**src/rtl/score_display.sv**
```systemverilog
// Score display: converts a binary score to BCD by sequential double dabble
// and multiplexes the four BCD digits onto a common-anode 7-segment display.
module score_display #(
    parameter int REFRESH_DIV = 100_000
) (
    input  logic        i_clk,
    input  logic        i_rst,
    input  logic [13:0] i_score,
    input  logic        i_valid,
    output logic        o_busy,
    output logic [15:0] o_bcd,
    output logic [3:0]  o_an,
    output logic [6:0]  o_seg
);
    localparam int CW = $clog2(REFRESH_DIV);
    localparam logic [CW-1:0] REF_LAST = CW'(REFRESH_DIV - 1);

    typedef enum logic [1:0] {IDLE, SHIFT, DONE} state_t;

    state_t        state;
    state_t        state_next;
    logic [13:0]   bin;
    logic [15:0]   work;
    logic [15:0]   work_adj;
    logic [15:0]   bcd;
    logic [15:0]   bcd_next;
    logic [3:0]    iter;
    logic          accept;
    logic          last;
    logic [CW-1:0] ref_cnt;
    logic          ref_wrap;
    logic [1:0]    digit;
    logic [1:0]    digit_next;
    logic [3:0]    an;
    logic [6:0]    seg;
    logic [6:0]    seg_next;
    logic [6:0]    glyph;
    logic [3:0]    nib;
    logic          blank;

    // DONE also accepts so that a held i_valid restarts without an idle gap
    assign accept = i_valid && (state == IDLE || state == DONE);
    assign last   = (iter == 4'd14);

    always_ff @(posedge i_clk or posedge i_rst) begin
        if (i_rst) state <= IDLE;
        else       state <= state_next;
    end

    always_comb begin
        state_next = state;
        case (state)
            IDLE:    if (accept) state_next = SHIFT;
            SHIFT:   if (last) state_next = DONE;
            DONE:    state_next = accept ? SHIFT : IDLE;
            default: state_next = IDLE;
        endcase
    end

    // The SHIFT cycle right after the accept edge has iter==0 and is not yet busy
    always_comb begin
        o_busy   = (state == SHIFT) && (iter != 4'd0);
        bcd_next = bcd;
        if (state == SHIFT && last) bcd_next = work;
    end

    always_comb begin
        work_adj = work;
        for (int i = 0; i < 4; i++) begin
            if (work[4*i +: 4] >= 4'd5) work_adj[4*i +: 4] = work[4*i +: 4] + 4'd3;
        end
    end

    always_ff @(posedge i_clk or posedge i_rst) begin
        if (i_rst) begin
            bin  <= '0;
            work <= '0;
            iter <= '0;
            bcd  <= '0;
        end else begin
            bcd <= bcd_next;
            if (accept) begin
                bin  <= (i_score > 14'd9999) ? 14'd9999 : i_score;
                work <= '0;
                iter <= '0;
            end else if (state == SHIFT && !last) begin
                work <= (work_adj << 1) | {15'd0, bin[13]};
                bin  <= {bin[12:0], 1'b0};
                iter <= iter + 4'd1;
            end
        end
    end

    assign ref_wrap   = (ref_cnt == REF_LAST);
    assign digit_next = ref_wrap ? digit + 2'd1 : digit;

    // Look ahead to the next digit and BCD value so the registered outputs stay aligned
    always_comb begin
        nib = bcd_next[{digit_next, 2'b00} +: 4];
        case (digit_next)
            2'd1:    blank = (bcd_next[15:4] == 12'd0);
            2'd2:    blank = (bcd_next[15:8] == 8'd0);
            2'd3:    blank = (bcd_next[15:12] == 4'd0);
            default: blank = 1'b0;
        endcase
        case (nib)
            4'd0:    glyph = 7'h40;
            4'd1:    glyph = 7'h79;
            4'd2:    glyph = 7'h24;
            4'd3:    glyph = 7'h30;
            4'd4:    glyph = 7'h19;
            4'd5:    glyph = 7'h12;
            4'd6:    glyph = 7'h02;
            4'd7:    glyph = 7'h78;
            4'd8:    glyph = 7'h00;
            4'd9:    glyph = 7'h10;
            default: glyph = 7'h7F;
        endcase
        seg_next = blank ? 7'h7F : glyph;
    end

    always_ff @(posedge i_clk or posedge i_rst) begin
        if (i_rst) begin
            ref_cnt <= '0;
            digit   <= 2'd0;
            an      <= 4'b1110;
            seg     <= 7'h40;
        end else begin
            ref_cnt <= ref_wrap ? '0 : ref_cnt + CW'(1);
            digit   <= digit_next;
            an      <= ~(4'b0001 << digit_next);
            seg     <= seg_next;
        end
    end

    assign o_bcd = bcd;
    assign o_an  = an;
    assign o_seg = seg;
endmodule

```
**config.mk**
```make
export PLATFORM = sky130hd
export DESIGN_NAME = score_display
export DESIGN_NICKNAME = d
export VERILOG_FILES = /design/src/rtl/score_display.sv
export SDC_FILE = /design/constraint.sdc
export NUM_CORES = 1
export LEC_CHECK = 0
export BUFFER_PORTS_ARGS = -buffer_cell sky130_fd_sc_hd__buf_2
export CORE_AREA = 2 2 83 105
export CTS_CLUSTER_DIAMETER = 200
export DETAILED_ROUTE_END_ITERATION = 10
export DIE_AREA = 0 0 85 107
export PLACE_DENSITY = 0.72
export SYNTH_ARGS = -nofsm -noshare
export SYNTH_HDL_FRONTEND = slang
export SYNTH_SLANG_ARGS = --single-unit
```
**constraint.sdc**
```tcl
create_clock -name i_clk -period 3.05 [get_ports i_clk]
set_clock_uncertainty 0.1 [all_clocks]
set_input_delay 0.4575 -clock i_clk [delete_from_list [all_inputs] [get_ports i_clk]]
set_output_delay 0.4575 -clock i_clk [all_outputs]
set_load 0.01 [all_outputs]
```
Word level (Yosys, flattened, before mapping). Memories as Yosys holds them, arrays and structs flattened. Cells that the tools add are included.

RAM bits: 0. ROM bits: 112. Bits in registers: 82. Memories kept: 1. Output and inout bits: 28. Bits in latches: 0. Input port bits: 17.

Memory list: (name not given) (words 16, width 7, read ports 1, clocked after Yosys merged registers in 0, wr ports 0, line 106) `case (nib)`.

Divide/modulo/power cells: 0. $mul: 0. $lt $le $gt $ge: 5. Eq/ne operators: 9. Bitwise gates (word level): 2. Add/sub/neg operators: 7. Reduce and logical (&&, ||, !) cells: 13. Shifts and indexed selects: 2. Multiplexer cells: 20.

Operators with widths (count): $mux W16 (3); $mux W14 (3); $mux W4 (5); $add A17 B1 Y17 const B (1); $eq A17 B17 Y1 const B (1); $mux W17 (1); $ge A4 B3 Y1 const B (4); $or A16 B1 Y16 (1); $shiftx A16 B5 Y4 (1); $gt A14 B14 Y1 const B (1); $add A4 B2 Y4 const B (3); $logic_not A12 Y1 (1); $logic_not A8 Y1 (1); $mux W7 (1); $eq A2 B2 Y1 const B (3); $mux W2 (3); $pmux W2 S3 (1); $add A4 B1 Y4 const B (1); $eq A2 B1 Y1 const B (2); $eq A4 B4 Y1 const B (1); $logic_and A1 B1 Y1 (4); $logic_not A4 Y1 (1); $ne A2 B2 Y1 const B (2); $not A4 Y4 (1); 12 further kinds (12).

Longest topological paths before layout. Gate-level depths: netlist of run 1.

Depth after elaboration: 6. Depth in mapped cells: 14. Gate-level depth less buffers: 13.

Worst setup path after synthesis of run 1. No wires, ideal clock.

Path type: register to register. From: reg iter[0]. To: reg seg[5], in the netlist o_seg[5]. Required time: 2.797 ns. Clock period less this slack: 2.905 ns. Setup slack: 0.145 ns. Library setup time: 0.153 ns. Data arrival time: 2.652 ns. Stages on the path, launching flop included: 14. Cell sequence: dfrtp_1 > inv_1 > ha_1 > and3_1 > nand2_1 > inv_1 > buf_1 > mux4_2 > a21oi_1 > nand3b_1 > inv_1 > ha_1 > mux2i_1 > o211ai_1.

Word-level cells in the longest chain between the ends: 6. Elaborated cells on any way between the ends: 10.

Ends and longest elaborated chain: start, declared (line 27) `logic [3:0] iter;`; start signal, assigned (line 89) `iter <= iter + 4'd1;`; $eq A4 B4 Y1 * (line 43) `assign last = (iter == 4'd14);`; $logic_and A1 B1 Y1 * (line 64) `if (state == SHIFT && last) bcd_next = work;`; $mux W16 * (line 64); $shiftx A16 B5 Y4, or another cell as far along (line 99) `nib = bcd_next[{digit_next, 2'b00} +: 4];`; $mem_v2 Z16 W7 / $pmux W1 S3 (equally long branches); $mux W7 * (line 119) `seg_next = blank ? 7'h7F : glyph;`; named net seg_next[5] (line 36) `logic [6:0] seg_next;`; end signal, assigned (line 132) `seg <= seg_next;`; end, declared (line 35) `logic [6:0] seg;`.

Mark *: on every way through the listed nets, which the timed path passes. The rest lies on a longest branch. A chain may end at the register's enable or synchronous reset.

Final worst setup path of run 1.
From: reg ref_cnt[8]. To: reg seg[3], in the netlist o_seg[3].

Word-level cells in the longest chain between the ends: 5. Elaborated cells on any way between the ends: 9.

Ends and longest elaborated chain: start, declared (line 30) `logic [CW-1:0] ref_cnt;`; start signal, assigned (line 129) `ref_cnt <= ref_wrap ? '0 : ref_cnt + CW'(1);`; $eq A17 B17 Y1 * (line 94) `assign ref_wrap = (ref_cnt == REF_LAST);`; $mux W2 * (line 95) `assign digit_next = ref_wrap ? digit + 2'd1 : digit;`; $shiftx A16 B5 Y4, or another cell as far along (line 99); $mem_v2 Z16 W7 / $pmux W1 S3 (equally long branches); $mux W7 * (line 119); named net seg_next[3] (line 36).

Marks and branches as above.

==> impl_metrics.py, run 1 <==
metrics = {
    "sta": {
        "worstMarginPinSlew_ns": 0.765,
        "slew-limit-headroom": 0.488,
        "setup_slack_ns": 0.111,
        "slew_viol_final": 0,
        "hold_viol_final": 0,
        "post-route-period-util": 0.964,
        "rsz0062_at_grt": "true",
        "fin_crit_ns": 2.94,
        "hold_ws_ns": 0.0462,
        "setup_viol": 0,
        "fmax_mhz": 340,
    },
    "grt": {
        "grt_usage": 0.206,
        "grt-busiest-layer": "met2",
        "grt_start_max_net_pins": 38,
        "antenna_found_initial": 0,
        "gr-usage-met3": 0.0439,
        "use_met1": 0.248,
        "grt-ovfl-total": 0,
        "grt_pass1_wl_mm": 14.8,
        "grt_pass1_vias": 3192,
        "grt_util_met2": 0.352,
    },
    "power": {
        "p_int_w": 0.00257,
        "pwr-share-seq": 0.411,
        "leakagePower_nw": 2.32,
        "comb_power_share": 0.392,
        "switching_share": 0.377,
        "ir_worst_vdd_v": 0.000460,
        "cellPowerDensity_nw_per_um2": 859,
        "switchingPower_w": 0.00156,
        "clkPwrFrac": 0.197,
        "power_w": 0.00413,
    },
    "synth": {
        "synth_top_area_share": 0.469,
        "synth-seq-cells": 82,
        "async_reset_ff_frac": 1.00,
        "syn_inst": 416,
        "synth-edff-count": 0,
        "synth-seq-area-share": 0.494,
        "ys_warn_count": 0,
        "yosys.cell_types.count": 56,
        "yosysMostFrequentCell": "dfrtp_1",
        "synth_area_leaders": "dfrtp_1, ha_1, o21ai_0, nand2_1, inv_1",
        "avgSynthCellArea_sq_um": 10.0,
        "synthTopCellsByCount": "dfrtp_1, nand2_1, o21ai_0",
        "syn_nets": 450,
        "synth_flop_cell": "dfrtp_1",
        "synth_area_sq_um": 4160,
        "yosysTopAreaCell": "dfrtp_1",
    },
    "routing": {
        "wl_per_cell_um": 15.5,
        "route.final.wire_length_mm": 8.85,
        "vias_per_cell": 5.68,
        "dr.pass1.iters": 4,
        "post-route-drc-count": 0,
        "ant_nets": 0,
        "vias": 3240,
        "drt-initial-drc-count": 158,
    },
    "cts": {
        "clock-sinks": 82,
        "worstSkewPairLatency_ns": 0.36,
        "clkTransAtPathRegs_ns": 0.07,
        "cts_hold_buf": 0,
        "cts_max_level": 3,
        "cts_root_buffer": "clkbuf_8",
        "cts_buffers": 9,
        "cts_tree": "done",
        "cts_buffer_depth": 2,
    },
    "placement": {
        "gp_congestion": 0.876,
        "pre_cts_ws_ns": -0.0976,
        "dp_hpwl_mm": 6.36,
        "placed_cell_area_sq_um": 4500,
        "portBuffers": 44,
    },
    "cells_and_area": {
        "synthToLayoutAreaGrowth_pct": 15.4,
        "num-fill-cells": 690,
        "nNetsFinal": 503,
        "drive_gt1_frac": 0.222,
        "diodes": 0,
        "register_area_sq_um": 2060,
        "fin_area_sq_um": 4800,
        "utilization": 0.593,
        "multi_input_area_sq_um": 1970,
    },
    "floorplan": {
        "dieWidth_um": 85,
        "io_pins": 45,
        "coreArea_sq_um": 8100,
        "start_util": 0.514,
        "dieHeight_um": 107,
        "row_count": 37,
        "dieArea_sq_um": 9100,
    },
    "worst_setup_path": {
        "worstSetupEndpointType": "register",
        "critPathMaxFanout": 6,
        "worstSetupStartpoint": "ref_cnt[8]$_DFF_PP0_",
        "cp.required_ns": 3.15,
        "critPathLaunchType": "register",
        "cp-endpoint": "o_seg[3]$_DFF_PP0_",
        "rr_worst_depth": 7,
        "reg2reg_from": "ref_cnt[8]$_DFF_PP0_",
        "regToRegEndpoint": "o_seg[3]$_DFF_PP0_",
        "crit_arrival_ns": 3.04,
        "reg2reg_slack_ns": 0.11,
        "crit_type": "register to register",
    },
    "status": {
        "outcome": "complete, no violations",
    },
    "run": {
        "drv_cap": 0,
    },
    "min_path": {
        "min_path_type": "primary input to asynchronous set/reset pin",
    },
}
per-stage QoR:
stage	setup TNS, ns	cells
floorplan	0	416
global route	-0.193	570
global placement	0	549
CTS	0	566
detailed placement	-0.125	549
finish	0	570
layer usage:
layer  share of wire  vias to the layer above
met4           0.025                        0
met2            0.51                       62
met5               0                        -
met3           0.041                       18
li1                -                     1570
met1            0.43                     1590
how the worst min path moves through the flow:
stage	start	to	slack [ns]	cells after the start
after global placement	bin[2]$_DFFE_PP0P_	bin[2]$_DFFE_PP0P_	0.38	2
final	i_rst	ref_cnt[3]$_DFF_PP0_	0.05	2
after floorplan	bin[13]$_DFFE_PP0P_	bin[13]$_DFFE_PP0P_	0.35	2
after CTS	i_rst	ref_cnt[3]$_DFF_PP0_	0.06	2
after global routing	i_rst	ref_cnt[1]$_DFF_PP0_	0.1	2
after detailed placement	bin[13]$_DFFE_PP0P_	bin[13]$_DFFE_PP0P_	0.38	2
worst max-delay path: stages, from the launching register on:
cell      delay [ns]
dfrtp_1         0.38
or4b_4          0.56
or4_4           0.60
or2_4           0.30
a21oi_1         0.20
and3b_2         0.30
o21ai_4         0.20
o211ai_1        0.13
placed cells by master, fill, tap and decap left out, drive strengths merged, types with 8 or more instances in the layout:
master,count
xor2,10
buf,60
nand3,19
a21oi,21
nor2,29
dfrtp,78
nand2,44
clkbuf,13
o21ai,38
ha,17
inv,27
xnor2,11
mux2i,8
logic make-up (layout without fill, tap and decap cells):
group | after synthesis | count (layout) | share of synthesized area
AO/OA/AOI/OAI | 96 | 96 | 0.147
adder cells (fa/ha/maj) | 18 | 18 | 0.0535
AND/OR/NAND/NOR | 137 | 137 | 0.166
multiplexers | 15 | 15 | 0.0499
buffers and inverters | 47 | 104 | 0.0448
XOR/XNOR | 21 | 21 | 0.0442
flip-flops | 82 | 82 | 0.494
registers in the layout (all words and copies together) (netlist names):
name and flops:
bin 14, digit 2, iter 4, o_an 4
o_bcd 16, o_seg 7, ref_cnt 17, state 2
work 16
layout make-up:
cell class                 count  share of cell area
sequential                    82               0.428
clock inverter                 2             0.00729
timing repair buffer          60              0.0708
inverter                      29              0.0237
clock buffer                  13              0.0352
multi-input combinational    287               0.409
tap                           97              0.0253
power by group through the flow:
stage | Sequential (W) | Combinational, W | Clock, W
2_1_floorplan | 0.00169 | 0.00115 | 0
3_3_place_gp | 0.00170 | 0.00154 | 0
3_5_place_dp | 0.00172 | 0.00159 | 0
4_1_cts | 0.00170 | 0.00161 | 0.000831
5_1_grt | 0.00174 | 0.00183 | 0.000871
6_report | 0.00170 | 0.00162 | 0.000815
what timing repair did:
item / 4_1_cts / 5_1_grt
resized for setup: 1 / 15
pin swaps: 0 / 10
endpoints found under the setup margin: 5 / 7
buffers inserted: 2 / 4
No activity file was read; power rests on OpenSTA's default activity.
==> inputs of run 2 (changes only) <==
CORE_AREA = 2 2 81 103   (was 2 2 83 105)
CTS_BUF_LIST = sky130_fd_sc_hd__clkbuf_2 sky130_fd_sc_hd__clkbuf_4 sky130_fd_sc_hd__clkbuf_8   (was default)
CTS_CLUSTER_SIZE = 8   (was default)
DIE_AREA = 0 0 83 105   (was 0 0 85 107)
PLACE_DENSITY = 0.75   (was 0.72)
RECOVER_POWER = 25   (was default)
==> impl_metrics.py, run 2 (same netlist as run 1, synthesis figures left out) <==
metrics = {
    "routing": {
        "wl_per_cell_um": 15.4,
        "post-route-drc-count": 0,
        "vias_per_cell": 5.74,
        "vias": 3281,
        "route.final.wire_length_mm": 8.79,
        "ant_nets": 0,
        "drt-initial-drc-count": 164,
        "dr.pass1.iters": 4,
    },
    "cells_and_area": {
        "utilization": 0.627,
        "diodes": 0,
        "num-fill-cells": 633,
        "drive_gt1_frac": 0.224,
        "final_cell_mix": "dfrtp_1, buf_2, nand2_1",
        "largest_reg_flops": 17,
        "largest_register": "ref_cnt",
        "mostFrequentLayoutCell": "dfrtp_1",
        "fin_cells": 572,
        "synthToLayoutAreaGrowth_pct": 16.0,
        "nNetsFinal": 506,
    },
    "floorplan": {
        "coreArea_sq_um": 7700,
        "io_pins": 45,
        "dieHeight_um": 105,
        "dieWidth_um": 83,
        "row_count": 36,
        "start_util": 0.541,
        "dieArea_sq_um": 8720,
    },
    "worst_setup_path": {
        "crit_type": "register to register",
        "crit_arrival_ns": 3.09,
        "reg2reg_slack_ns": 0.09,
        "critPathLaunchType": "register",
        "cp.required_ns": 3.18,
        "reg2reg_from": "ref_cnt[6]$_DFF_PP0_",
        "worstSetupEndpointType": "register",
        "worstSetupStartpoint": "ref_cnt[6]$_DFF_PP0_",
        "regToRegEndpoint": "o_seg[4]$_DFF_PP0_",
        "rr_worst_depth": 9,
        "cp-endpoint": "o_seg[4]$_DFF_PP0_",
        "critPathMaxFanout": 5,
    },
    "power": {
        "leakagePower_nw": 2.34,
        "p_int_w": 0.00263,
        "ir_worst_vdd_v": 0.000468,
        "clkPwrFrac": 0.208,
        "comb_power_share": 0.389,
        "pwr-share-seq": 0.404,
        "cellPowerDensity_nw_per_um2": 869,
        "switchingPower_w": 0.00157,
        "switching_share": 0.374,
    },
    "placement": {
        "dp.cells": 548,
        "dp_hpwl_mm": 6.27,
        "pre_cts_ws_ns": -0.0878,
        "gp_congestion": 0.834,
        "portBuffers": 44,
    },
    "cts": {
        "cts_buffer_depth": 2,
        "clkTransAtPathRegs_ns": 0.08,
        "cts_root_buffer": "clkbuf_8",
        "clock-sinks": 82,
        "worstSkewPairLatency_ns": 0.36,
        "cts_max_level": 3,
        "cts_buffers": 9,
        "cts_tree": "done",
    },
    "grt": {
        "grt_start_max_net_pins": 48,
        "grt_pass1_vias": 3179,
        "grt-ovfl-total": 0,
        "grt_pass1_wl_mm": 14.9,
        "antenna_found_initial": 0,
        "grt_usage": 0.211,
    },
    "sta": {
        "hold_ws_ns": 0.229,
        "worstMarginPinSlew_ns": 1.56,
        "post-route-period-util": 0.971,
        "setup_slack_ns": 0.0900,
        "slew_viol_final": 37,
        "fin_setup_tns_ns": 0,
        "setup_viol": 0,
        "rsz0062_at_grt": "true",
        "fin_crit_ns": 2.96,
        "slew-limit-headroom": -0.0465,
        "fmax_mhz": 338,
        "hold_viol_final": 0,
    },
    "run": {
        "drv_cap": 1,
    },
    "min_path": {
        "min_path_type": "primary input to register",
        "hold_depth": 3,
    },
    "status": {
        "outcome": "complete, but fails checks",
        "violations": "capacitance limit, slew limit",
    },
}
-- run 2: changes by cell type in the layout (fill, tap and decap cells not counted), sizes merged --
cell	before	now
clkbuf	13	12
buf	60	62
bufinv	1	2
clkinvlp	1	3
-- run 2: worst max-delay path, cell delays in order, from the launching register on --
cell,delay [ns]
dfrtp_1,0.42
or4b_4,0.54
or4_4,0.61
or2_4,0.31
a21o_1,0.21
nand3_2,0.11
ha_1,0.16
inv_1,0.05
o21ai_0,0.21
o211ai_2,0.12
-- run 2: worst min path at each step --
stage                              start              endpoint
finish                       i_score[11]   bin[11]$_DFFE_PP0P_
global route                 i_score[12]   bin[12]$_DFFE_PP0P_
CTS                                i_rst    bin[7]$_DFFE_PP0P_
detailed placement  ref_cnt[0]$_DFF_PP0_  ref_cnt[0]$_DFF_PP0_
global placement    ref_cnt[0]$_DFF_PP0_  ref_cnt[0]$_DFF_PP0_
floorplan            bin[13]$_DFFE_PP0P_   bin[13]$_DFFE_PP0P_
-- run 2: layer usage --
layer	vias up	track usage	part of all wire
li1	1576	-	-
met1	1626	0.284	0.45
met2	66	0.339	0.50
met3	13	0.0419	0.037
met4	0	0.0773	0.012
met5	-	0	0
-- run 2: cell type report --
cell class	count	area, sq um	area share
clock buffer	11	145	0.0300
inverter	29	114	0.0236
tap	95	119	0.0246
sequential	82	2060	0.426
clock inverter	5	77.6	0.0161
timing repair buffer	63	360	0.0746
multi-input combinational	287	1960	0.405
-- run 2: power by group through the flow --
stage	sequential, W	combinational (W)	clock, W
2_1_floorplan	0.00169	0.00115	0
3_3_place_gp	0.00170	0.00154	0
3_5_place_dp	0.00171	0.00161	0
4_1_cts	0.00169	0.00163	0.000888
5_1_grt	0.00174	0.00184	0.000939
6_report	0.00169	0.00163	0.000872
-- run 2: repair_timing --
| action | CTS | global route |
|---|---|---|
| gates resized for setup | 2 | 9 |
| buffers inserted | 2 | 6 |
| gates cloned | 0 | 0 |
| endpoints found under the setup margin | 7 | 7 |
| hold buffers | 0 | 0 |
| pin swaps | 0 | 6 |
-- run 2: stage by stage --
stage          power (W)  cell area [sq um]
6_report         0.00420               4830
3_3_place_gp     0.00324               4520
5_1_grt          0.00452               4830
3_5_place_dp     0.00331               4520
2_1_floorplan    0.00285               4160
4_1_cts          0.00420               4760
